==> src/rtl/binary_frame_ctrl.sv <==
// binary_frame_ctrl
//   Frame-level controller for the CbCr -> gray -> binary pipeline. Delays the
//   sync/enable strobes by PIPE_LAT so they line up with data_binary, gates the
//   returned pixel with the delayed enable, and owns the pipeline threshold.
//   Threshold changes (cfg valid/ready write or thr_up/thr_dn pulses) are parked
//   in a pending register and only committed outside active video.
// Ports:
//   clk, rst_n                 pixel clock, async active-low reset
//   pre_frame_vsync/hsync/de   front-end strobes aligned with data_cbcr
//   data_binary                pixel returned from the pipeline
//   cfg_valid/cfg_thr/cfg_ready absolute threshold write handshake
//   thr_up/thr_dn              single-step threshold adjust pulses
//   threshold                  threshold driven to the pipeline
//   post_frame_vsync/hsync/de  strobes delayed by PIPE_LAT
//   post_data                  data_binary gated by post_frame_de
//   frame_done                 pulse on the falling edge of post_frame_vsync
//   white_cnt                  white pixels in the last frame (BIN_WHITE_CNT_EN only)
// Optional feature macro: BIN_WHITE_CNT_EN
module binary_frame_ctrl #(
  parameter int unsigned PIPE_LAT = 8,
  parameter logic [7:0]  THR_INIT = 8'd128,
  parameter logic [7:0]  THR_STEP = 8'd4
) (
  input  logic        clk,
  input  logic        rst_n,
  input  logic        pre_frame_vsync,
  input  logic        pre_frame_hsync,
  input  logic        pre_frame_de,
  input  logic [7:0]  data_binary,
  input  logic        cfg_valid,
  input  logic [7:0]  cfg_thr,
  output logic        cfg_ready,
  input  logic        thr_up,
  input  logic        thr_dn,
  output logic [7:0]  threshold,
  output logic        post_frame_vsync,
  output logic        post_frame_hsync,
  output logic        post_frame_de,
  output logic [7:0]  post_data,
  output logic        frame_done
`ifdef BIN_WHITE_CNT_EN
  ,
  output logic [19:0] white_cnt
`endif
);

  typedef enum logic [1:0] {S_IDLE, S_BLANK, S_ACTIVE} state_t;

  state_t      state, state_nxt;
  logic [PIPE_LAT-1:0] vs_sr, hs_sr, de_sr;
  logic        vs_d, post_vs_d;
  logic        vs_rise, vs_fall;
  logic [7:0]  pend_thr, pend_thr_nxt;
  logic        pend_v, pend_v_nxt;
  logic [7:0]  thr_nxt;
  logic [7:0]  base;
  logic [8:0]  up_sum;
  logic        commit, accept;

  // Strobe delay lines
  always_ff @(posedge clk or negedge rst_n) begin
    if (!rst_n) begin
      vs_sr <= '0;
      hs_sr <= '0;
      de_sr <= '0;
    end else begin
      vs_sr[0] <= pre_frame_vsync;
      hs_sr[0] <= pre_frame_hsync;
      de_sr[0] <= pre_frame_de;
      for (int unsigned i = 1; i < PIPE_LAT; i++) begin
        vs_sr[i] <= vs_sr[i-1];
        hs_sr[i] <= hs_sr[i-1];
        de_sr[i] <= de_sr[i-1];
      end
    end
  end

  assign post_frame_vsync = vs_sr[PIPE_LAT-1];
  assign post_frame_hsync = hs_sr[PIPE_LAT-1];
  assign post_frame_de    = de_sr[PIPE_LAT-1];
  assign post_data        = post_frame_de ? data_binary : '0;

  always_ff @(posedge clk or negedge rst_n) begin
    if (!rst_n) begin
      vs_d      <= 1'b0;
      post_vs_d <= 1'b0;
    end else begin
      vs_d      <= pre_frame_vsync;
      post_vs_d <= post_frame_vsync;
    end
  end

  assign vs_rise    = pre_frame_vsync & ~vs_d;
  assign vs_fall    = ~pre_frame_vsync & vs_d;
  assign frame_done = post_vs_d & ~post_frame_vsync;

  // Next-state, pending register and threshold commit
  always_comb begin
    state_nxt = state;
    case (state)
      S_IDLE:   if (vs_rise) state_nxt = S_BLANK;
      S_BLANK:  if (vs_fall) state_nxt = S_ACTIVE;
      S_ACTIVE: if (vs_rise) state_nxt = S_BLANK;
      default:  state_nxt = S_IDLE;
    endcase

    commit  = pend_v && (state != S_ACTIVE);
    accept  = cfg_valid && cfg_ready;
    base    = pend_v ? pend_thr : threshold;
    up_sum  = {1'b0, base} + {1'b0, THR_STEP};
    thr_nxt = commit ? pend_thr : threshold;

    pend_thr_nxt = pend_thr;
    pend_v_nxt   = pend_v && !commit;
    if (accept) begin
      pend_thr_nxt = cfg_thr;
      pend_v_nxt   = 1'b1;
    end else if (thr_up && !thr_dn) begin
      pend_thr_nxt = up_sum[8] ? 8'hff : up_sum[7:0];
      pend_v_nxt   = 1'b1;
    end else if (thr_dn && !thr_up) begin
      pend_thr_nxt = (base < THR_STEP) ? 8'h00 : base - THR_STEP;
      pend_v_nxt   = 1'b1;
    end
  end

  // cfg_ready is registered from next-cycle values so it reads 0 while in reset
  // and otherwise equals !pend_v || state == S_BLANK for the current cycle.
  always_ff @(posedge clk or negedge rst_n) begin
    if (!rst_n) begin
      state     <= S_IDLE;
      threshold <= THR_INIT;
      pend_thr  <= '0;
      pend_v    <= 1'b0;
      cfg_ready <= 1'b0;
    end else begin
      state     <= state_nxt;
      threshold <= thr_nxt;
      pend_thr  <= pend_thr_nxt;
      pend_v    <= pend_v_nxt;
      cfg_ready <= !pend_v_nxt || (state_nxt == S_BLANK);
    end
  end

`ifdef BIN_WHITE_CNT_EN
  logic [19:0] white_acc, white_sum;

  always_comb begin
    white_sum = white_acc;
    if (post_frame_de && (data_binary == 8'hff) && (white_acc != '1))
      white_sum = white_acc + 20'd1;
  end

  always_ff @(posedge clk or negedge rst_n) begin
    if (!rst_n) begin
      white_acc <= '0;
      white_cnt <= '0;
    end else if (frame_done) begin
      white_cnt <= white_sum;
      white_acc <= '0;
    end else begin
      white_acc <= white_sum;
    end
  end
`endif

endmodule

==> config.mk <==
export PLATFORM = sky130hd
export DESIGN_NAME = binary_frame_ctrl
export DESIGN_NICKNAME = d
export VERILOG_FILES = /design/src/rtl/binary_frame_ctrl.sv
export SDC_FILE = /design/constraint.sdc
export NUM_CORES = 1
export LEC_CHECK = 0
export BUFFER_PORTS_ARGS = -buffer_cell sky130_fd_sc_hd__buf_2
export CELL_PAD_IN_SITES_DETAIL_PLACEMENT = 0
export CELL_PAD_IN_SITES_GLOBAL_PLACEMENT = 1
export CORE_ASPECT_RATIO = 0.5
export CORE_MARGIN = 4
export CORE_UTILIZATION = 41
export DETAILED_ROUTE_END_ITERATION = 10
export GPL_ROUTABILITY_DRIVEN = 0
export PLACE_DENSITY_LB_ADDON = 0.1
export SLEW_MARGIN = 20
export SYNTH_ARGS = -nofsm -noshare
export SYNTH_HDL_FRONTEND = slang
export SYNTH_SLANG_ARGS = --single-unit
==> constraint.sdc <==
create_clock -name clk -period 2.12 [get_ports clk]
set_input_delay 0.318 -clock clk [delete_from_list [all_inputs] [get_ports clk]]
set_output_delay 0.318 -clock clk [all_outputs]
set_load 0.03 [all_outputs]
Word level (Yosys, flattened, before mapping):

Index checks and enable logic that the tools add are counted.

* register bits after elaboration: 46
* input bits: 24
* output and inout port bits: 21
* logic and storage cells: 49

* add/subtract/negate cells: 2
* $lt $le $gt $ge: 1
* eq/ne operators: 4
* mux-type cells: 13
* bitwise gates (word level): 6
* reductions and logical operators: 13

Operators by type and width (count)
* $mux W8: 7
* $add A8 B3 Y9 const B: 1
* $lt A8 B3 Y1 const B: 1
* $sub A8 B3 Y8 const B: 1
* $logic_and A1 B1 Y1: 5
* $eq A2 B1 Y1 const B: 2
* $logic_not A1 Y1: 4
* $mux W2: 2
* $pmux W2 S2: 1
* $and A1 B1 Y1: 3
* $mux W1: 3
* $not A1 Y1: 3
* $reduce_bool A3 Y1: 1
* $eq A2 B2 Y1 const B: 1
* $logic_not A2 Y1: 1
* $ne A2 B2 Y1 const B: 1
* $reduce_or A2 Y1: 1
* $logic_or A1 B1 Y1: 1

Longest topological paths before layout:

Gate-level depths: netlist of the first run.

* depth after elaboration: 9
* gate-level depth with buffers: 8
* depth with buffers taken out: 7

Worst setup path after synthesis of the first run:

OpenSTA, ideal clock, no wires.

* path type: reg2reg
* from: register threshold[4]
* to: register pend_thr[7]
* setup time: 131 ps
* arrival: 1590 ps
* data required time: 1989 ps
* slack: 399 ps
* stages on the path, launching flop included: 6
* path buffers: 0
* clock period less this slack: 1721 ps
* cells stage by stage: dfrtp_1 mux2_2 or3_4 o21a_1 o21ai_1 a31oi_1

* word-level cells in the longest chain between the ends: 6
* elaborated cells on any way between the ends: 9
* classes of those cells: add/sub (2); order compare (1); mux (6)

RTL lines
* start, declared: RTL line 35 `output logic [7:0] threshold,`
* start signal, assigned: RTL line 138 `threshold <= thr_nxt;`
* $mux W8 (*): RTL line 109 `base = pend_v ? pend_thr : threshold;`
* $sub A8 B3 Y8 or $lt A8 B3 Y1 (tied branches): RTL line 122 `pend_thr_nxt = (base < THR_STEP) ? 8'h00 : base - THR_STEP;`
* $mux W8: RTL line 122
* $mux W8: RTL line 121 `end else if (thr_dn && !thr_up) begin`
* $mux W8 (*): RTL line 118 `end else if (thr_up && !thr_dn) begin`
* $mux W8 (*): RTL line 115 `if (accept) begin`
* end signal, assigned: RTL line 139 `pend_thr <= pend_thr_nxt;`
* end, declared: RTL line 53 `logic [7:0] pend_thr, pend_thr_nxt;`

Mark *: on every way between the ends. The rest lies on a longest branch, timed or not. The select of a mux whose other input is x is not followed.
A chain may end at the register's enable or synchronous reset.

Worst setup path in the final report of the first run:

* from: register pend_v
* to: register pend_thr[1]

* word-level cells in the longest chain between the ends: 6
* elaborated cells on any way between the ends: 9
* classes of those cells: add/sub (2); order compare (1); mux (6)

RTL lines
* start, declared: RTL line 54 `logic pend_v, pend_v_nxt;`
* start signal, assigned: RTL line 140 `pend_v <= pend_v_nxt;`
* $mux W8 (*): RTL line 109
* $sub A8 B3 Y8 or $lt A8 B3 Y1 (tied branches): RTL line 122
* $mux W8: RTL line 122
* $mux W8: RTL line 121
* $mux W8 (*): RTL line 118
* $mux W8 (*): RTL line 115

Marked as above.

==> results.tsv, run 1 <==
metric	value	unit
synth_top_area_share	54.9	%
worst_pin_slew	0.551	ns
die_h	57.5	um
routed_via_density	5.24	
tns	0	ns
final_nets	251	
final_area	2390	sq um
syn_nets	202	
crit_required	2.29	ns
crit_type	reg -> reg	
cts-hold-fix-buffers	0	
io_buffers	44	
rr_startpoint	pend_v$_DFF_PN0_	
ir_drop	528	uV
rows	17	
cts.sinks	45	
hp-class	in -> async	
final_cell_mix	44 x buf_2, 43 x dfrtp_1, 17 x nand2_1, 16 x o21ai_0, 10 x mux2_2	
grt_max_degree	46	
r2r_slack	0.23	ns
track_usage	14.7	%
cts_tree	built	
setup_ws	0.233	ns
routed-wl-met2	1860	um
final.setup_skew	0.00601	ns
yosysUniqueCellTypes	41	
critPathCapture	pend_thr[1]$_DFFE_PN0P_	
wl_per_cell	14.9	um
ys_ff_latch	45	
fp.dieW	107	um
num_antenna_cells	0	
via_count	1526	
wl_met1	2120	um
die_area	6150	sq um
antenna_found_initial	0	
final_antenna_net_count	0	
rsz0062_at_grt	false	
yosysTopAreaCell	dfrtp_1	
cp.arrival	2.06	ns
cp-end-kind	flip-flop	
syn-instance-count	176	
startpoint	pend_v$_DFF_PN0_	
relSlewSlack	63.3	%
layout_commonest_cell	buf_2	
top_layer	met4	
crit_fanout	6	
boundaryPins	45	
critPathLaunchType	flip-flop	
syn_avg_cell_area	11.4	sq um
drc	0	
grt-ovfl-total	0	
drt_wl_total	4340	um
clockBufferDepth	2	
outcome	completed	
maxCapViolations	0	
fin_crit_sh	89.0	%
yosys_warnings	0	
wl_met3	311	um
post-route-util	52.4	%
ys.flop_type	dfrtp_1	
r2r_cells	6	
finalHoldViolations	0	
grt_pass1_vias	1375	
root_buffer	clkbuf_8	
r2r-end	pend_thr[1]$_DFFE_PN0P_	
syn2layout_area_growth	18.9	%
finalPower	0.00317	W
drt_iter0_drc	88	
cts_buffers	5	
synth_area_leaders	dfrtp_1 55%, mux2_2 5.6%, o21ai_0 4.0%	
p_leak	1.09	nW
ys_seq_area_share	56.2	%
drt_pass1_iterations	4	
worstSkewPairLatency	0.30	ns
grt_pass1_wl	7000	um
pre_cts_ws	0.203	ns
dpl_cell_area	2300	sq um
async_reset_ff_share	100	%
ctsHtreeMaxLevel	2	
path_clk_slew	0.08	ns
setup_violations	0	
initial_core_util	44.1	%
coreArea	4550	sq um
layout-drive-gt1-share	32.9	%
fmax	0.530	GHz
final-max-slew-violation-count	0	
fin_crit	1.89	ns
power_density	1330	nW/um^2
syn_area	2010	sq um
dp_hpwl	3130	um
synth_edf_count	0	
==> report_power, final <==
group | internal, W | leakage (nW) | switching, W
Clock | 0.000228 | 0.0444 | 0.000295
Sequential | 0.00108 | 0.521 | 0.000254
Combinational | 0.000552 | 0.529 | 0.000761
==> synthesized netlist by cell type (2+ instances only) <==
cell type,instances
clkbuf_1,4
ha_1,2
nand2b_1,5
inv_2,2
o22ai_1,3
nand3b_1,2
nand2_1,17
o21ai_0,16
xor2_1,3
mux2i_1,5
nor2_1,3
nor3_1,2
nand4b_1,2
nor3b_1,2
a21oi_1,7
o221ai_1,4
mux2i_2,2
a31oi_1,2
dfrtp_1,44
mux2_2,10
nor2b_1,7
nand3_1,3
and2_1,9
nand4_1,2
buf_6,2
==> critical path: stages, from the launching register on <==
cell	delay, ns
dfrtp_2	0.45
mux2i_2	0.31
ha_1	0.27
o21ai_0	0.17
o41ai_1	0.25
and3_1	0.22
o21ai_0	0.10
==> per-stage QoR <==
| stage | hold WS (ns) | instances |
|---|---|---|
| floorplan | 0.0224 | 176 |
| global placement | 0.331 | 284 |
| detailed placement | 0.335 | 284 |
| CTS | 0.102 | 291 |
| global route | 0.110 | 291 |
| finish | 0.0810 | 291 |
==> timing repair <==
action,in CTS,in global routing
endpoints found under the hold margin,0,0
endpoints found under the setup margin,0,2
gates resized for setup,0,1
buffers inserted,0,0
==> state kept, by name (all words and copies together), names as in the netlist <==
signal and cells:
vs_sr 8, state 2, cfg_ready 1, pend_thr 8
pend_v 1, de_sr 8, post_vs_d 1, hs_sr 8
threshold 8
==> cell families (layout without fill, tap and decap cells) <==
group                    count (synthesis)  in the layout  synth area share, %
adder cells (fa/ha/maj)                  2              2                 1.25
flip-flops                              45             45                 56.2
multiplexers                            17             17                 9.48
buffers and inverters                    9             58                 2.43
XOR/XNOR                                 3              3                 1.31
AND/OR/NAND/NOR                         59             59                 16.7
AO/OA/AOI/OAI                           41             41                 12.7
==> worst min path at each step <==
stage                                   from             endpoint  cells after the start
final                                  rst_n   hs_sr[2]$_DFF_PN0_                      2
after global routing         pre_frame_hsync   hs_sr[0]$_DFF_PN0_                      1
after CTS                              rst_n   vs_sr[2]$_DFF_PN0_                      2
after detailed placement  de_sr[4]$_DFF_PN0_   de_sr[5]$_DFF_PN0_                      0
after global placement    de_sr[0]$_DFF_PN0_   de_sr[1]$_DFF_PN0_                      0
after floorplan                        rst_n  cfg_ready$_DFF_PN0_                      0
==> routing by layer <==
| layer | vias to the layer above | track usage, % |
|---|---|---|
| li1 | 728 | - |
| met1 | 745 | 20.4 |
| met2 | 46 | 21.8 |
| met3 | 7 | 4.75 |
| met4 | 0 | 4.92 |
| met5 | - | 0 |
==> final cells by class <==
cell class | instances | area [sq um]
flip-flops and latches | 45 | 1130
inverters | 3 | 11.3
clock buffers | 5 | 68.8
clock inverters | 2 | 13.8
fillers | 448 | 2170
repair buffers | 48 | 250
well taps | 66 | 82.6
multi-input cells | 122 | 831
No activity file was read; power rests on OpenSTA's default activity.
==> run 2, diff against run 1 <==
--- a/config.mk
+++ b/config.mk
@@ -8,9 +8,10 @@
 export BUFFER_PORTS_ARGS = -buffer_cell sky130_fd_sc_hd__buf_2
 export CELL_PAD_IN_SITES_DETAIL_PLACEMENT = 0
 export CELL_PAD_IN_SITES_GLOBAL_PLACEMENT = 1
-export CORE_ASPECT_RATIO = 0.5
+export CORE_ASPECT_RATIO = 1.4
 export CORE_MARGIN = 4
 export CORE_UTILIZATION = 41
+export CTS_BUF_LIST = sky130_fd_sc_hd__clkbuf_8 sky130_fd_sc_hd__clkbuf_16
 export DETAILED_ROUTE_END_ITERATION = 10
 export GPL_ROUTABILITY_DRIVEN = 0
 export PLACE_DENSITY_LB_ADDON = 0.1
==> run 2 against run 1 <==
Compared with the run above:
- global-route usage rose by 1.1 points
- critical endpoint is now pend_thr[0]$_DFFE_PN0P_
- largest power group unchanged
- register-to-register slack barely moved
- final area rose by 1.7%
==> results.tsv, run 2 (same netlist as run 1, synthesis figures left out) <==
metric	value	unit	change
crit_required	2.30	ns	about the same
layout_commonest_cell	buf_2		
path_clk_slew	0.09	ns	about the same
whs	0.121	ns	+0.0402 ns
crit_path_frequent_cell	o21ai_0		
grt-ovfl-total	0		unchanged
fp.dieW	67.1	um	-37%
min_path_cells	1		
syn2layout_area_growth	20.9	%	
final_nets	252		+0.40%
final.setup_skew	0.00330	ns	-0.00271 ns
cp_cell_sequence	mux2i_2 > ha_1 > o21ai_0 > o41ai_1 > and3_1 > o21ai_0		
num_antenna_cells	0		unchanged
final_cells	289		-0.69%
final_antenna_net_count	0		unchanged
track_usage	15.8	%	+1.1 points
cts_buffers	5		unchanged
crit_type	reg -> reg		
cts.sinks	45		unchanged
critPathTopFamily	compound AO/OA/AOI/OAI gates		
drt_pass1_iterations	4		unchanged
via_count	1543		+1.1%
fin_crit_sh	88.4	%	-0.60 points
io_buffers	44		unchanged
root_buffer	clkbuf_8		
worst_pin_slew	0.526	ns	-0.0248 ns
cp.depth	6		unchanged
setup_violations	0		unchanged
grt_max_degree	26		-43%
ctsHtreeMaxLevel	2		unchanged
cp_slowest_cell	dfrtp_2		
tns	0	ns	unchanged
die_h	90.8	um	+58%
cp.arrival	2.05	ns	about the same
finalHoldViolations	0		unchanged
layout-drive-gt1-share	33.0	%	+0.15 points
critPathBufInv	0		unchanged
dp.cells	280		-1.4%
ir_drop	663	uV	+26%
drc	0		unchanged
drt_iter0_drc	100		+14%
p_leak	1.11	nW	+1.8%
coreArea	4640	sq um	+2.0%
grt_pass1_wl	7410	um	+5.8%
hp-class	in -> reg		
power_density	1370	nW/um^2	+2.9%
clockBufferDepth	2		unchanged
dp_hpwl	3310	um	+5.8%
final-max-slew-violation-count	0		unchanged
worstSkewPairLatency	0.30	ns	about the same
outcome	completed		
antenna_found_initial	0		unchanged
boundaryPins	45		unchanged
grt_pass1_vias	1600		+16%
critPathLaunchType	flip-flop		
cp-end-kind	flip-flop		
post-route-util	52.3	%	-0.16 points
routed_via_density	5.34		+1.8%
maxCapViolations	0		unchanged
die_area	6090	sq um	-0.85%
cpPeakStageDelay	0.46	ns	about the same
rows	29		+12
final_cell_mix	44 x buf_2, 43 x dfrtp_1, 17 x nand2_1, 16 x o21ai_0, 10 x mux2_2		
rsz0062_at_grt	false		
crit_fanout	7		+1
wl_per_cell	15.1	um	+0.95%
drt_wl_total	4350	um	+0.25%
cts_tree	built		
dpl_cell_area	2300	sq um	-0.22%
fmax	0.534	GHz	+0.68%
relSlewSlack	64.9	%	+1.7 points
r2r_cells	6		unchanged
fin_crit	1.87	ns	-0.0128 ns
initial_core_util	43.2	%	-0.88 points
r2r_slack	0.25	ns	about the same
final_area	2430	sq um	+1.7%
## run 2: cell types whose count changed in the layout (fill, tap and decap cells not counted)
cell	before	now
inv_6	1	0
bufinv_16	0	1
dlygate4sd3_1	0	1
clkinv_2	1	0
inv_8	0	1
clkinv_4	0	1
## run 2: routing by layer
metal  GRT usage (%)  share of wire (%)  up-vias
li1                -                  -      730
met1            19.6                 41      740
met2            25.8                 49       65
met3            3.36                7.9        8
met4            6.60                1.9        0
met5               0                  0        -
## run 2: layout make-up
| class | instances | area (sq um) |
|---|---|---|
| flip-flops and latches | 45 | 1130 |
| inverters | 3 | 11.3 |
| multi-input cells | 122 | 831 |
| well taps | 62 | 77.6 |
| fillers | 439 | 2220 |
| clock buffers | 5 | 68.8 |
| clock inverters | 3 | 50.0 |
| repair buffers | 49 | 260 |
## run 2: what timing repair did
| item | in CTS | in global routing |
|---|---|---|
| endpoints found under the setup margin | 0 | 2 |
| setup buffers | 0 | 0 |
| gates resized for setup | 0 | 1 |
| hold buffers | 1 | 0 |
| hold endpoints to repair | 11 | 0 |
## run 2: power breakdown
part	leakage, nW	switching, W	internal [W]
logic	0.533	0.000753	0.000547
clock network	0.0603	0.000300	0.000361
registers	0.521	0.000278	0.00108
total	1.11	0.00133	0.00198
## run 2: worst register-to-register path: stages, from the launching register on
cell and delay [ns]:
dfrtp_2 0.46, mux2i_2 0.30, ha_1 0.25, o21ai_0 0.16, o41ai_1 0.28, and3_1 0.23, o21ai_0 0.09
## run 2: worst paths after layout
check | endpoint | from
worst max-delay path | pend_thr[0]$_DFFE_PN0P_ | pend_v$_DFF_PN0_
worst min-delay path | de_sr[0]$_DFF_PN0_ | pre_frame_de
worst max register to register | pend_thr[0]$_DFFE_PN0P_ | pend_v$_DFF_PN0_
worst min register to register | de_sr[3]$_DFF_PN0_ | de_sr[2]$_DFF_PN0_
max in group asynchronous | pend_v$_DFF_PN0_ | rst_n
min in group asynchronous | threshold[6]$_DFFE_PN0P_ | rst_n
## run 2: stage by stage
stage,power [W],worst slack (ns)
after floorplan,0.00229,0.399
after global placement,0.00265,0.243
after detailed placement,0.00266,0.183
after CTS,0.00334,0.161
after global routing,0.00356,0.0579
final,0.00331,0.246
==> run 3, diff against run 2 <==
--- a/config.mk
+++ b/config.mk
@@ -15,6 +15,7 @@
 export DETAILED_ROUTE_END_ITERATION = 10
 export GPL_ROUTABILITY_DRIVEN = 0
 export PLACE_DENSITY_LB_ADDON = 0.1
+export RECOVER_POWER = 100
 export SLEW_MARGIN = 20
 export SYNTH_ARGS = -nofsm -noshare
 export SYNTH_HDL_FRONTEND = slang
==> run 3 against run 2 <==
Compared with the run above:
- critical path depth unchanged
- cell count is the same
- clock power barely moved
- worst setup slack improved by 0.0085 ns
- sequential share of layout area rose by 0.68 points
- hold slack worse by 0.00057 ns
- wire length grew 0.23%
- clock skew is essentially flat
- critical path type unchanged
- critical endpoint unchanged
- largest cell class unchanged
==> results.tsv, run 3 (same netlist as run 1, synthesis figures left out) <==
metric	value	unit	change
clockPowerShare	20.2	%	+0.2 points
boundaryPins	45		unchanged
final_cell_mix	43 x dfrtp_1, 23 x clkbuf_1, 21 x buf_2, 17 x nand2_1, 16 x o21ai_0		
drt_iter0_drc	99		-1.0%
clockBufferDepth	2		unchanged
pwr-share-seq	41.2	%	+0.4 points
fmax	0.536	GHz	+0.46%
die_h	90.8	um	unchanged
routed_via_density	5.33		-0.19%
outcome	completed		
track_usage	15.8	%	unchanged
crit_type	reg -> reg		
relSlewSlack	17.5	%	-47 points
fp.dieW	67.1	um	unchanged
drt_pass1_iterations	4		unchanged
fillCellCount	456		+3.9%
seqCellArea	1130	sq um	unchanged
grt_max_degree	26		unchanged
power_density	1370	nW/um^2	+0.48%
p_leak	1.04	nW	-6.7%
power.internal	0.00195	W	-1.6%
coreArea	4640	sq um	unchanged
layout-drive-gt1-share	22.0	%	-11 points
antenna_found_initial	0		unchanged
r2r_cells	6		unchanged
fin_crit	1.87	ns	-0.00853 ns
r2r-end	pend_thr[0]$_DFFE_PN0P_		
final-max-slew-violation-count	0		unchanged
via_count	1540		-0.19%
pwr-share-comb	38.6	%	-0.6 points
dp_hpwl	3310	um	unchanged
worst_pin_slew	1.24	ns	+0.711 ns
min_path_cells	1		unchanged
cts.sinks	45		unchanged
initial_core_util	43.2	%	unchanged
postCtsSetupRepairBufs	0		unchanged
final_antenna_net_count	0		unchanged
rsz0062_at_grt	false		
maxCapViolations	0		unchanged
syn2layout_area_growth	19.2	%	
fin_crit_sh	88.0	%	-0.40 points
critPathLaunchType	flip-flop		
rr_startpoint	pend_v$_DFF_PN0_		
io_buffers	44		unchanged
cts_buffers	5		unchanged
startpoint	pend_v$_DFF_PN0_		
grt_pass1_vias	1600		unchanged
wl_per_cell	15.1	um	+0.23%
finalHoldViolations	0		unchanged
die_area	6090	sq um	unchanged
drc	0		unchanged
r2r_slack	0.25	ns	about the same
final_cells	289		unchanged
crit_fanout	17		+10
switching_power	0.00133	W	-0.10%
setup_violations	0		unchanged
cp.arrival	2.04	ns	about the same
hp-class	in -> reg		
tns	0	ns	unchanged
layout_commonest_cell	dfrtp_1		
final_nets	252		unchanged
cts_tree	built		
rows	29		unchanged
crit_required	2.30	ns	about the same
ctsHtreeMaxLevel	2		unchanged
grt_pass1_wl	7410	um	unchanged
grt-ovfl-total	0		unchanged
p_sw_share	40.5	%	+0.35 points
final.setup_skew	0.00325	ns	-0.0000480 ns
cp-end-kind	flip-flop		
root_buffer	clkbuf_8		
dp.cells	280		unchanged
critPathCapture	pend_thr[0]$_DFFE_PN0P_		
num_antenna_cells	0		unchanged
ir_drop	663	uV	about the same
drt_wl_total	4360	um	+0.23%
path_clk_slew	0.09	ns	about the same
multi_input_area	830	sq um	-0.15%
worstSkewPairLatency	0.30	ns	about the same
run 3: worst max-delay path, stage by stage (launching register included):
cell     delay, ns
dfrtp_2       0.46
buf_4         0.24
nor3b_1       0.26
o21ai_0       0.19
o41ai_1       0.28
and3_1        0.23
o21ai_0       0.09
run 3: power by group through the flow:
stage                     logic, W  registers, W  clock network, W
final                      0.00127       0.00135          0.000662
after global routing       0.00141       0.00139          0.000725
after CTS                  0.00130       0.00135          0.000685
after detailed placement   0.00130       0.00137                 0
after global placement     0.00129       0.00136                 0
after floorplan           0.000846       0.00144                 0
run 3: how the worst min path moves through the flow:
stage                         start                  endpoint  slack, ns
finish                 pre_frame_de        de_sr[0]$_DFF_PN0_       0.12
global route           pre_frame_de        de_sr[0]$_DFF_PN0_        0.1
CTS                 pre_frame_hsync        hs_sr[0]$_DFF_PN0_       0.11
detailed placement            rst_n  threshold[6]$_DFFE_PN0P_       0.33
global placement              rst_n  threshold[6]$_DFFE_PN0P_       0.32
floorplan                     rst_n       cfg_ready$_DFF_PN0_       0.02
run 3: through the flow:
| step | worst slack (ns) | util [%] | total power [W] | cell area, sq um | hold slack, ns |
|---|---|---|---|---|---|
| after global routing | 0.0565 | 51.5 | 0.00353 | 2390 | 0.0974 |
| after CTS | 0.161 | 52.2 | 0.00334 | 2430 | 0.108 |
| final | 0.254 | 51.5 | 0.00328 | 2390 | 0.121 |
| after detailed placement | 0.183 | 49.5 | 0.00266 | 2300 | 0.327 |
| after global placement | 0.243 | 49.5 | 0.00265 | 2300 | 0.320 |
| after floorplan | 0.399 | - | 0.00229 | 2010 | 0.0224 |
run 3: layout make-up:
cell class	instances	area share, %
Tap cell	62	3.24
Inverter	3	0.471
Multi-Input combinational cell	122	34.7
Sequential cell	45	47.2
Timing Repair Buffer	49	9.47
Clock buffer	5	2.88
Clock inverter	3	2.09
run 3: routing by layer:
| metal | share of wire [%] | wire (um) | track usage (%) |
|---|---|---|---|
| met1 | 40 | 1740 | 19.6 |
| met2 | 50 | 2190 | 25.8 |
| met3 | 8.3 | 363 | 3.36 |
| met4 | 1.6 | 68 | 6.60 |
| met5 | 0 | 0 | 0 |
run 3: timing repair:
item	in CTS	in global routing
hold buffers	1	0
endpoints found under the hold margin	11	0
gates resized for setup	0	1
endpoints found under the setup margin	0	2
